==> config.mk <==
export PLATFORM = sky130hd
export DESIGN_NAME = mux_2_select_arbiter_flat
export DESIGN_NICKNAME = d
export VERILOG_FILES = /design/src/rtl/mux_2_select_arbiter_if.sv /design/src/rtl/mux_2_select_arbiter.sv /design/src/flat_wrapper.sv
export SDC_FILE = /design/constraint.sdc
export NUM_CORES = 1
export LEC_CHECK = 0
export ABC_AREA = 1
export CORE_MARGIN = 4
export CORE_UTILIZATION = 49
export DETAILED_ROUTE_END_ITERATION = 10
export PLACE_DENSITY = 0.74
export SYNTH_ARGS = -nofsm -noshare
export SYNTH_HDL_FRONTEND = slang
export SYNTH_SLANG_ARGS = --single-unit
==> constraint.sdc <==
create_clock -name clk -period 1.5 [get_ports clk]
set_input_delay 0.3 -clock clk [delete_from_list [all_inputs] [get_ports clk]]
set_output_delay 0.3 -clock clk [all_outputs]
set_load 0.02 [all_outputs]
==> src/rtl/mux_2_select_arbiter_if.sv <==
// rtl/mux_2_select_arbiter_if.sv - request/grant and multiplexer control bundle for mux_2_select_arbiter
interface mux_2_select_arbiter_if;
  logic [3:0] req;
  logic [3:0] grant;
  logic [1:0] select;
  logic       mux_enable;
  logic       busy;
  logic       timeout;

  modport master (
    input  req,
    output grant, select, mux_enable, busy, timeout
  );

  modport slave (
    output req,
    input  grant, select, mux_enable, busy, timeout
  );
endinterface

==> src/rtl/mux_2_select_arbiter.sv <==
// rtl/mux_2_select_arbiter.sv - round-robin owner sequencer for the shared 4:1 mux with turnaround and hold limit
module mux_2_select_arbiter #(
  parameter int MAX_HOLD = 16
) (
  input logic                   clk,
  input logic                   rst_n,
  mux_2_select_arbiter_if.master bus
);

  typedef enum logic [1:0] {IDLE, GRANT, GAP} state_t;

  localparam logic       LIMIT_EN  = (MAX_HOLD != 0);
  localparam logic [7:0] HOLD_LAST = (MAX_HOLD == 0) ? 8'd0 : 8'(MAX_HOLD - 1);

  state_t     state, state_n;
  logic [1:0] ptr, ptr_n;
  logic [1:0] sel, sel_n;
  logic [7:0] hold_cnt, hold_n;
  logic [3:0] grant, grant_n;
  logic       mux_en, mux_en_n;
  logic       busy, busy_n;
  logic       timeout, timeout_n;
  logic       start;
  logic [1:0] win;
  logic       others;

  // Scan from the far end toward ptr so the nearest requester is the last to overwrite.
  function automatic logic [1:0] pick(input logic [3:0] r, input logic [1:0] p);
    logic [1:0] idx;
    pick = p;
    for (int k = 3; k >= 0; k--) begin
      idx = p + 2'(k);
      if (r[idx]) pick = idx;
    end
  endfunction

  assign win    = pick(bus.req, ptr);
  assign others = |(bus.req & ~(4'b0001 << sel));

  always_ff @(posedge clk or negedge rst_n) begin
    if (!rst_n) begin
      state    <= IDLE;
      ptr      <= 2'd0;
      sel      <= 2'd0;
      hold_cnt <= 8'd0;
      grant    <= 4'b0000;
      mux_en   <= 1'b1;
      busy     <= 1'b0;
      timeout  <= 1'b0;
    end else begin
      state    <= state_n;
      ptr      <= ptr_n;
      sel      <= sel_n;
      hold_cnt <= hold_n;
      grant    <= grant_n;
      mux_en   <= mux_en_n;
      busy     <= busy_n;
      timeout  <= timeout_n;
    end
  end

  always_comb begin
    state_n   = state;
    ptr_n     = ptr;
    sel_n     = sel;
    hold_n    = hold_cnt;
    grant_n   = grant;
    mux_en_n  = mux_en;
    busy_n    = busy;
    timeout_n = 1'b0;
    start     = 1'b0;
    case (state)
      IDLE: start = |bus.req;
      GRANT: begin
        if (hold_cnt != 8'hFF) hold_n = hold_cnt + 8'd1;
        if (!bus.req[sel]) begin
          state_n  = GAP;
          grant_n  = 4'b0000;
          mux_en_n = 1'b1;
        end else if (LIMIT_EN && hold_cnt == HOLD_LAST && others) begin
          state_n   = GAP;
          grant_n   = 4'b0000;
          mux_en_n  = 1'b1;
          timeout_n = 1'b1;
        end
      end
      GAP: begin
        if (|bus.req) begin
          start = 1'b1;
        end else begin
          state_n = IDLE;
          busy_n  = 1'b0;
        end
      end
      default: state_n = IDLE;
    endcase
    if (start) begin
      state_n  = GRANT;
      grant_n  = 4'b0001 << win;
      sel_n    = win;
      mux_en_n = 1'b0;
      busy_n   = 1'b1;
      hold_n   = 8'd0;
      ptr_n    = win + 2'd1;
    end
  end

  assign bus.grant      = grant;
  assign bus.select     = sel;
  assign bus.mux_enable = mux_en;
  assign bus.busy       = busy;
  assign bus.timeout    = timeout;

endmodule

==> src/flat_wrapper.sv <==
// flat-port wrapper written by rule: the top's interface ports become plain ports
module mux_2_select_arbiter_flat 
#(
  parameter int MAX_HOLD = 16
)
  (clk, rst_n, bus_req, bus_grant, bus_select, bus_mux_enable, bus_busy, bus_timeout);
  mux_2_select_arbiter_if bus_i ();
  input logic clk;
  input logic rst_n;
  input wire logic [$bits(bus_i.req)-1:0] bus_req;
  output wire logic [$bits(bus_i.grant)-1:0] bus_grant;
  output wire logic [$bits(bus_i.select)-1:0] bus_select;
  output wire logic [$bits(bus_i.mux_enable)-1:0] bus_mux_enable;
  output wire logic [$bits(bus_i.busy)-1:0] bus_busy;
  output wire logic [$bits(bus_i.timeout)-1:0] bus_timeout;
  assign bus_i.req = bus_req;
  assign bus_grant = bus_i.grant;
  assign bus_select = bus_i.select;
  assign bus_mux_enable = bus_i.mux_enable;
  assign bus_busy = bus_i.busy;
  assign bus_timeout = bus_i.timeout;
  mux_2_select_arbiter #(.MAX_HOLD(MAX_HOLD)) u_core (.clk(clk), .rst_n(rst_n), .bus(bus_i));
endmodule
After elaboration in Yosys (flattened, before gate mapping)
Cells that the tools add are included.
W data, S select, Z words.

storage, ports and cells
  register bits = 21
  bits in latches = 0
  RAM bits = 0
  memory bits (read-only) = 0
  input bits = 6
  output and inout port bits = 9
  memories kept = 0

cells by class
  $add $sub $neg = 5
  multiply operators = 0
  divide/modulo/power cells = 0
  $lt $le $gt $ge = 5
  equal/unequal tests = 9
  shift-type cells = 2
  mux-type cells = 38
  bitwise gates (word level) = 2
  reductions and logical operators = 11

operators by type and width
  operator               number
  $mux W8                3
  $mux W1                16
  $mux W2                8
  $mux W4                4
  $lt A2 B3 Y1 const B   5
  $bmux W1 S2            5
  $add A8 B1 Y8 const B  1
  $eq A8 B4 Y1 const B   1
  $ne A8 B8 Y1 const B   1
  $reduce_or A4 Y1       2
  $shl A1 B2 Y4 const A  2
  $ne A3 B2 Y1 const B   2
  $pmux W2 S3            1
  $reduce_and A2 Y1      3
  $reduce_bool A2 Y1     3
  $add A2 B1 Y2 const B  2
  $add A2 B2 Y2 const B  2
  $and A4 B4 Y4          1
  $ne A2 B1 Y1 const B   2
  $ne A4 B3 Y1 const B   1
  $not A4 Y4             1
  $reduce_and A3 Y1      1
  $eq A2 B1 Y1 const B   1
  $eq A2 B2 Y1 const B   1
  other kinds (3)        3

Logic depth before layout (Yosys ltp)
Gate-level depths: netlist (run 1).

  depth in word-level cells = 9
  depth in mapped cells = 13
  depth with buffers taken out = 13

Worst setup path before layout (run 1)
Ideal clock, no wire load.

  kind = reg-to-reg
  start point = reg u_core.hold_cnt[0]
  end point = reg u_core.hold_cnt[1]
  library setup time = 121 ps
  data arrival time = 1,287 ps
  required time = 1,379 ps
  setup slack = 92 ps
  cell stages (with the launch flop) = 8
  path buffers = 0
  period minus slack after synthesis = 1,408 ps
  path through = dfrtp_1 -> ha_1 -> nand2_1 -> nor3_2 -> nand3_1 -> nand2_1 -> inv_1 -> a22o_1

between the ends
  word-level cells in the longest chain between the ends = 4
  elaborated cells on any way between the ends = 7

RTL lines
  what                    RTL line                    RTL
  start, declared         mux_2_select_arbiter.sv:18  logic [7:0] hold_cnt, hold_n;
  start signal, assigned  mux_2_select_arbiter.sv:54  hold_cnt <= hold_n;
  $add A8 B1 Y8           mux_2_select_arbiter.sv:75  if (hold_cnt != 8'hFF) hold_n = hold_cnt + 8'd1;
  $mux W8                 mux_2_select_arbiter.sv:75
  $mux W8                 mux_2_select_arbiter.sv:72  case (state)
  $mux W8                 mux_2_select_arbiter.sv:97  if (start) begin

Several ways; a longest one is shown, not always the timed one. The select of a mux whose other input is x is not followed.
A chain may end at the register's enable or synchronous reset.

Final worst setup path (run 1)
  start point = in bus_req[1]
  end point = reg u_core.grant[0], in the netlist u_core.bus.grant[0]

between the ends
  word-level cells in the longest chain between the ends = 8
  elaborated cells on any way between the ends = 27

RTL lines
  what                           RTL line                    RTL
  start, declared                flat_wrapper.sv:10          input wire logic [$bits(bus_i.req)-1:0] bus_req;
  $bmux W1 S2                    mux_2_select_arbiter.sv:33  if (r[idx]) pick = idx;
  $mux W1 (not written as such)  mux_2_select_arbiter.sv:33
  $mux W2 (4 in a row)           mux_2_select_arbiter.sv:33
  $shl A1 B2 Y4                  mux_2_select_arbiter.sv:99  grant_n = 4'b0001 << win;
  $mux W4                        mux_2_select_arbiter.sv:97
  end signal, assigned           mux_2_select_arbiter.sv:55  grant <= grant_n;
  end, declared                  mux_2_select_arbiter.sv:19  logic [3:0] grant, grant_n;

Several ways; a longest one is shown, not always the timed one. The select of a mux whose other input is x is not followed.

==> impl_metrics.ini, run 1 <==
[place]
routabilityCongestion = 0.942
portBuffers = 14
pre_cts_slack_ns = -0.334
dp.final_hpwl_mm = 2.14
post-place-cells = 226

[pwr]
ir_drop_mv = 1.65
power.switching_w = 0.00177
netSwitchingFraction_pct = 49.3
p_seq_share_pct = 26.4
p_per_area_nw_per_um2 = 2140
cellLeakagePower_nw = 0.869
total_power_w = 0.00360
p_comb_share_pct = 66.1
clockPowerShare_pct = 7.6
cellInternalPower_w = 0.00183

[yosys]
syn_avg_cell_area_um2 = 7.11
ys_ff_latch = 21
yosysTopAreaCell = dfrtp_1
synth_edf_count = 0
syn_nets = 179
synth_ff_type = dfrtp_1
async_flop_share_pct = 100
ys_seq_area_share_pct = 43.1
netlist_area_um2 = 1220
ys_types = 23
synth_most_common_cell = nand2_1
synth_cells = 172
synth_top_area_share_pct = 40.9
ys_warn_count = 0
synthTopCellsByCount = nand2_1 (58), inv_1 (21), dfrtp_1 (20), nand3_1 (19), o21ai_0 (11)
synth.area.top_cells = dfrtp_1 (41%), nand2_1 (18%), nand3_1 (7.8%)

[setup_path]
critical_path_required_ns = 1.75
endpoint_kind = flip-flop
critical_path_class = input port to flip-flop
worst_ep_arrival_time_ns = 1.76
worst-path-max-fanout = 5
critPathLaunchType = input port

[drt]
highest_layer = met4
ant_nets = 0
dr.pass1.iters = 4
drt_iter0_markers = 68
met3_length_um = 154
via_per_inst = 5.37
wl_met2_mm = 1.49
wl_per_cell_um = 12.8
met1_length_mm = 1.33
vias = 1268
drc = 0
wl_mm = 3.02

[timing]
fin_crit_sh_pct = 101
slew_viol_final = 0
fin_crit_ns = 1.51
setup_slack_ns = -0.0114
fin_skew_ns = 0.00657
hold_violations = 0
hold_ws_ns = 0.315
tightest_slew_ns = 0.396
relSlewSlack_pct = 73.5
rsz0062_at_grt = yes
setup_viol = 1
max_freq_mhz = 662

[layout]
final_nets = 216
area_growth_syn_to_layout_pct = 37.7
diodes = 0
multi_input_area_um2 = 721
n_fill_cell = 178
regArea_um2 = 531
drive_above_1_share_pct = 36.1
final_util_pct = 73.3
final_cells = 236

[clocking]
cts_tree = yes
cts_buffers = 3
clk_latency_ns = 0.31
clk_path_buf_depth = 2
hold_buffers = 0
htree_levels = 1
cts-root-buf = clkbuf_4
clkTransAtPathRegs_ns = 0.12
clock-sinks = 21

[outcome]
violations = negative setup slack
status = finished, violations left

[floorplanning]
ios = 15
die_w_um = 57.9
die_h_um = 57.9
core_um2 = 2300
initial_core_util_pct = 53.2
die_area_um2 = 3360
rows = 17

[job]
maxCapViolations = 0

[grt]
grt_pass1_vias = 1225
overflow = 0
grt_max_degree = 22
grt_usage_pct = 18.5
antenna_found_initial = 0
grt_pass1_wl_mm = 4.97

[hold_path]
hp-class = input port to asynchronous set/reset pin
[cell type report]
class,count,share of cell area [%]
sequential,21,31.5
tap,28,2.08
timing repair buffer,34,16.8
clock inverter,1,0.297
clock buffer,3,1.34
multi-input combinational,126,42.8
inverter,23,5.13
[power groups by stage]
stage,combinational [W],clock [W],sequential (W)
6_report,0.00238,0.000272,0.000949
4_1_cts,0.00202,0.000278,0.000934
5_1_grt,0.00265,0.000306,0.000979
3_5_place_dp,0.00193,0,0.000930
2_1_floorplan,0.00116,0,0.00102
3_3_place_gp,0.00187,0,0.000917
[worst paths after layout]
path | from | to | slack, ns | cells after the start
min | rst_n | u_core.hold_cnt[3] | 0.32 | 2
max | bus_req[1] | u_core.bus.grant[0] | -0.01 | 13
min in group clk | u_core.bus.mux_enable | u_core.bus.mux_enable | 0.48 | 2
max in group asynchronous | rst_n | u_core.bus.mux_enable | 0.91 | 2
max reg2reg | u_core.ptr[0] | u_core.bus.grant[0] | -0.01 | 13
min reg2reg | u_core.bus.mux_enable | u_core.bus.mux_enable | 0.48 | 2
[repair_timing]
action / in CTS / in global routing
gates resized for setup: 27 / 35
pin swaps: 7 / 13
setup buffers: 2 / 4
endpoints found under the setup margin: 23 / 16
[cell usage in the layout, fill, tap and decap left out]
cell             synthesis  final
a21oi_1                  8      5
a21oi_2                  0      3
a22o_1                   1      1
a22oi_1                  1      1
buf_4                    0     18
buf_6                    1      2
clkbuf_2                 0      1
clkbuf_4                 0      3
clkdlybuf4s50_1          0      2
clkinv_2                 0      1
dfrtp_1                 20     17
dfrtp_2                  0      3
dfstp_2                  1      1
dlygate4sd2_1            0     10
dlymetal6s2s_1           0      1
ha_4                     0      1
inv_1                   21     17
inv_2                    2      6
nand2_1                 58     40
nand2_2                  7     23
nand2_4                  0      2
nand3_1                 19     14
nand3_2                  1      6
nand4_1                  4      4
nor2_1                   7      6
nor2_2                   1      1
nor2_4                   0      1
nor3_1                   3      3
nor3_2                   1      1
o21ai_0                 11      7
o21ai_1                  1      3
o21ai_2                  0      1
o21ai_4                  0      1
o31ai_1                  1      1
xor2_1                   1      1
[critical path, cell delays in order]
cell and delay [ns]:
clkdlybuf4s50_1 0.49, inv_2 0.08, o21ai_4 0.17, nand2_1 0.07, nand2_1 0.06, nand2_1 0.06, nand2_2 0.09, nand2_2 0.07
nand2_2 0.08, nand2_4 0.07, nor2_4 0.10, nand2_2 0.06, nand2_2 0.06
[per-layer routing]
metal | global-route usage [%] | vias up
met5 | 0 | -
met4 | 6.29 | 0
met3 | 3.34 | 6
met2 | 32.9 | 45
met1 | 22.3 | 588
li1 | - | 629
[sequential cells by signal, summed over array words and instances, names as in the netlist]
| name | count |
|---|---|
| u_core.bus.busy | 1 |
| u_core.bus.mux_enable | 1 |
| u_core.state | 2 |
| u_core.ptr | 2 |
| u_core.bus.grant | 4 |
| u_core.hold_cnt | 8 |
| u_core.bus.timeout | 1 |
| u_core.bus.select | 2 |
[through the flow]
step	setup TNS, ns	instance area [um^2]
2_1_floorplan	0	1220
3_3_place_gp	-2.90	1490
3_5_place_dp	-4.01	1490
4_1_cts	-0.00985	1570
5_1_grt	-0.995	1680
6_report	-0.0114	1680
[cell families after synthesis]
logic type / share of synthesized area (%)
and+or+nand+nor: 36.7
buffers and inverters: 8.29
AOI/OAI and AO/OA: 10.1
DFF: 43.1
xor gates and xnor gates: 0.717
adders and majority gates: 1.02
No activity file was read; power rests on OpenSTA's default activity.
==> inputs of run 2 (changes only) <==
- CORE_MARGIN: 4 -> 8
==> impl_metrics.ini, run 2 (synthesis gave the netlist of run 1 again) <==
[outcome]
status = finished, violations left
violations = negative setup slack

[place]
dp.final_hpwl_mm = 2.23
pre_cts_slack_ns = -0.312
routabilityCongestion = 0.905
portBuffers = 14

[pwr]
clockPowerShare_pct = 7.3
p_per_area_nw_per_um2 = 2100
ir_drop_mv = 1.57
p_seq_share_pct = 26.5
power.switching_w = 0.00174
netSwitchingFraction_pct = 48.9
total_power_w = 0.00356
p_comb_share_pct = 66.2
cellLeakagePower_nw = 0.894
cellInternalPower_w = 0.00182

[drt]
drc = 0
wl_mm = 3.05
via_per_inst = 5.34
dr.pass1.iters = 4
vias = 1270
ant_nets = 0
wl_per_cell_um = 12.8
drt_iter0_markers = 76

[setup_path]
critical_path_class = flip-flop to flip-flop
reg2reg_setup_slack_ns = -0.01
critical_path_required_ns = 1.73
endpoint_kind = flip-flop
worst_ep_arrival_time_ns = 1.74
critPathLaunchType = flip-flop
ff2ff_path_depth = 8
reg2reg_to = u_core.hold_cnt[0]
timing.rr.start = u_core.hold_cnt[1]
worst-path-max-fanout = 8

[timing]
fin_crit_sh_pct = 101
relSlewSlack_pct = 66.6
setup_viol = 3
tightest_slew_ns = 0.499
fin_skew_ns = 0.00151
hold_ws_ns = 0.321
rsz0062_at_grt = yes
fin_crit_ns = 1.51
slew_viol_final = 0
max_freq_mhz = 661
tns_ns = -0.0305
hold_violations = 0
setup_slack_ns = -0.0122

[clocking]
clkTransAtPathRegs_ns = 0.11
clk_latency_ns = 0.29
clk_path_buf_depth = 2
cts_tree = yes
htree_levels = 1
clock-sinks = 21
cts_buffers = 3
cts-root-buf = clkbuf_4

[grt]
grt_usage_pct = 14.9
grt_pass1_wl_mm = 5.22
antenna_found_initial = 0
grt_util_met1_pct = 16.1
overflow = 0
top_usage_layer = met2
use_met3_pct = 2.71
grt_pass1_vias = 1231
grt_max_degree = 22
use_met2_pct = 27.8

[floorplanning]
die_h_um = 65.9
core_um2 = 2410
rows = 18
die_w_um = 65.9
initial_core_util_pct = 50.7
die_area_um2 = 4350
ios = 15

[layout]
area_growth_syn_to_layout_pct = 38.5
largest_register = u_core.hold_cnt
largest_reg_flops = 8
mostFrequentLayoutCell = nand2_1
drive_above_1_share_pct = 32.7
final_cell_mix = nand2_1 (45), buf_4 (19), dfrtp_1 (18)
final_nets = 216
largestRegisters = u_core.hold_cnt (8), u_core.bus.grant (4)
diodes = 0

[hold_path]
hp-class = input port to asynchronous set/reset pin

[job]
maxCapViolations = 0
## run 2: cell count changes in the layout (fill, tap and decap cells not counted), sizes merged
cell,change
clkbuf,-1
clkdlybuf4s50,+2
dlygate4sd2,-2
clkdlybuf4s15,+1
## run 2: metal layers
metal  wire length [um]  part of all wire (%)  up-vias
met5                  0                     0        -
met4                 40                   1.3        0
met3                133                   4.4        6
met2               1600                    52       25
met1               1280                    42      611
li1                   -                     -      628
## run 2: final cells by class
type | instances | area, um^2
multi-input combinational | 126 | 726
fill | 202 | 717
sequential | 21 | 529
timing repair buffer | 34 | 287
inverter | 23 | 86.3
tap | 30 | 37.5
clock buffer | 3 | 22.5
clock inverter | 1 | 5.00
## run 2: timing repair
| action | in CTS | in global routing |
|---|---|---|
| hold buffers | 0 | 0 |
| endpoints found under the setup margin | 23 | 18 |
| pin swaps | 2 | 7 |
| buffers inserted | 2 | 3 |
| resized for setup | 23 | 31 |
## run 2: power groups by stage
stage,clock network (W),logic (W),registers (W)
2_1_floorplan,0,0.00116,0.00102
3_3_place_gp,0,0.00188,0.000918
3_5_place_dp,0,0.00195,0.000929
4_1_cts,0.000275,0.00208,0.000917
5_1_grt,0.000295,0.00264,0.000966
6_report,0.000260,0.00236,0.000943
## run 2: critical path: stages (launching register included)
cell	delay (ns)
dfrtp_1	0.41
ha_4	0.16
nand2_2	0.08
nor3_4	0.21
nand3_2	0.13
nand2_4	0.11
nand2_4	0.08
buf_4	0.14
a21oi_1	0.13
## run 2: worst max path at each step
stage	slack (ns)	from	cells after the start	to
finish	-0.01	u_core.hold_cnt[1]	8	u_core.hold_cnt[0]
global route	-0.11	u_core.ptr[0]	13	u_core.bus.grant[0]
CTS	0.01	u_core.ptr[0]	11	u_core.bus.grant[0]
detailed placement	-0.31	bus_req[1]	12	u_core.ptr[1]
global placement	-0.28	bus_req[1]	12	u_core.ptr[1]
floorplan	0.09	u_core.hold_cnt[0]	7	u_core.hold_cnt[1]
## run 2: stage by stage
stage,cells,util [%],cell area [um^2]
after global placement,229,62.1,1500
after CTS,235,65.4,1580
after detailed placement,229,62.1,1500
final,238,70.2,1690
after global routing,238,70.2,1690
after floorplan,172,-,1220
==> inputs of run 3 (changes only) <==
- CELL_PAD_IN_SITES_DETAIL_PLACEMENT: not set -> 1
- CELL_PAD_IN_SITES_GLOBAL_PLACEMENT: not set -> 2
- CORE_ASPECT_RATIO: not set -> 0.5
- CORE_UTILIZATION: 49 -> 27
- PLACE_DENSITY: 0.74 -> not set
- PLACE_DENSITY_LB_ADDON: not set -> 0.1
==> impl_metrics.ini, run 3 (synthesis gave the netlist of run 1 again) <==
[clocking]
cts-root-buf = clkbuf_8
clk_latency_ns = 0.26
hold_buffers = 0
clkTransAtPathRegs_ns = 0.08
cts_tree = yes
htree_levels = 1
clk_path_buf_depth = 2
clock-sinks = 21
cts_buffers = 3

[floorplanning]
rows = 17
die_h_um = 63.6
initial_core_util_pct = 27.9
ios = 15
die_area_um2 = 7070
die_w_um = 111
core_um2 = 4380

[pwr]
p_comb_share_pct = 66.8
p_seq_share_pct = 23.5
power.switching_w = 0.00187
cellInternalPower_w = 0.00201
p_per_area_nw_per_um2 = 2080
netSwitchingFraction_pct = 48.1
clockPowerShare_pct = 9.7
ir_drop_mv = 0.642
cellLeakagePower_nw = 0.943
total_power_w = 0.00388

[layout]
final_cells = 277
n_fill_cell = 558
area_growth_syn_to_layout_pct = 52.6
mostFrequentLayoutCell = nand2_1
final_nets = 228
final_cell_mix = nand2_1 (48), buf_4 (29), dfrtp_1 (18)
multi_input_area_um2 = 757
drive_above_1_share_pct = 38.2
regArea_um2 = 529
largest_reg_flops = 8
finalInstanceArea_um2 = 1870
largestRegisters = u_core.hold_cnt (8), u_core.bus.grant (4)
diodes = 0
largest_register = u_core.hold_cnt

[setup_path]
max_stage_delay_ns = 0.36
critical_path_class = flip-flop to flip-flop
critical_path_required_ns = 1.69
worstSetupPathDepth = 8
timing.rr.start = u_core.hold_cnt[0]
reg2reg_to = u_core.hold_cnt[0]
endpoint_kind = flip-flop
critPathLaunchType = flip-flop
crit_top_cell = nand2_2
worst_ep_arrival_time_ns = 1.67
worst-path-max-fanout = 8
ff2ff_path_depth = 8
setup.worst_path.start = u_core.hold_cnt[0]
worstPathCellList = ha_2, nand2_2, nor3_2, nand3_1, nand2_2, nand2_4, buf_4, a21oi_2
cp-endpoint = u_core.hold_cnt[0]
cpMaxStageDelayCell = dfrtp_1
reg2reg_setup_slack_ns = 0.02
crit_buf_inv = 1
cp_top_family = simple AND/OR/NAND/NOR gates

[drt]
wl_mm = 3.56
drc = 0
via_per_inst = 4.60
dr.pass1.iters = 4
ant_nets = 0
drt_iter0_markers = 44
wl_per_cell_um = 12.9
vias = 1274

[timing]
fin_skew_ns = 0.00291
slew_viol_final = 0
rsz0062_at_grt = yes
max_freq_mhz = 677
hold_violations = 0
fin_crit_ns = 1.48
tightest_slew_ns = 0.301
tns_ns = 0
setup_slack_ns = 0.0228
setup_viol = 0
relSlewSlack_pct = 79.8
fin_crit_sh_pct = 98.5

[grt]
grt_usage_pct = 10.0
grt_pass1_vias = 1351
antenna_found_initial = 0
grt_pass1_wl_mm = 6.07
grt_max_degree = 17
overflow = 0

[place]
routabilityCongestion = 0.773
pre_cts_slack_ns = -0.423
place_area_um2 = 1620
post-place-cells = 268
dp.final_hpwl_mm = 2.76
portBuffers = 14

[job]
maxCapViolations = 0

[outcome]
status = finished, final reports clean

[hold_path]
hp-class = input port to asynchronous set/reset pin
-- run 3: worst reg2reg max path, delay by kind of cell (launching register included) --
family                   cells  cell delay (ns)
AO/OA/AOI/OAI                1             0.12
buffers and inverters        1             0.15
AND/OR/NAND/NOR              5             0.56
flip-flops                   1             0.36
adder cells (fa/ha/maj)      1             0.22
-- run 3: cell type report --
type	count	share of cell area, %
multi-input cells	126	40.6
flip-flops and latches	21	28.4
repair buffers	46	20.1
inverters	23	4.63
well taps	57	3.82
clock buffers	3	2.21
clock inverters	1	0.268
-- run 3: worst min-delay path by stage --
stage	start	end	slack, ns	cells past startpoint
final	rst_n	u_core.hold_cnt[2]	0.33	2
after global routing	rst_n	u_core.hold_cnt[2]	0.34	2
after CTS	rst_n	u_core.hold_cnt[2]	0.33	2
after detailed placement	u_core.bus.grant[2]	u_core.bus.grant[2]	0.47	2
after global placement	u_core.bus.mux_enable	u_core.bus.mux_enable	0.46	2
after floorplan	rst_n	u_core.bus.busy	0.004	0
-- run 3: power groups by stage --
| stage | Clock, W | Combinational, W | Sequential, W |
|---|---|---|---|
| 3_5_place_dp | 0 | 0.00217 | 0.000922 |
| 3_3_place_gp | 0 | 0.00212 | 0.000911 |
| 5_1_grt | 0.000406 | 0.00291 | 0.000945 |
| 6_report | 0.000376 | 0.00259 | 0.000914 |
| 4_1_cts | 0.000391 | 0.00234 | 0.000911 |
| 2_1_floorplan | 0 | 0.00116 | 0.00102 |
-- run 3: repair_timing --
item / in CTS / in global routing
gates resized for setup: 35 / 29
setup buffers: 1 / 4
endpoints found under the setup margin: 25 / 19
pin swaps: 7 / 9
endpoints found under the hold margin: 0 / 0
-- run 3: stage by stage --
stage | utilization, % | hold WS, ns
CTS | 39.4 | 0.330
finish | 42.6 | 0.326
detailed placement | 37.0 | 0.467
global placement | 37.0 | 0.456
floorplan | - | 0.00441
global route | 42.6 | 0.343
-- run 3: metal layers --
layer	global-route usage [%]	routed length (um)	up-vias
met5	0	0	-
met4	1.48	14	0
met3	2.64	73	2
met2	17.7	1790	6
met1	12.2	1680	611
li1	-	-	655
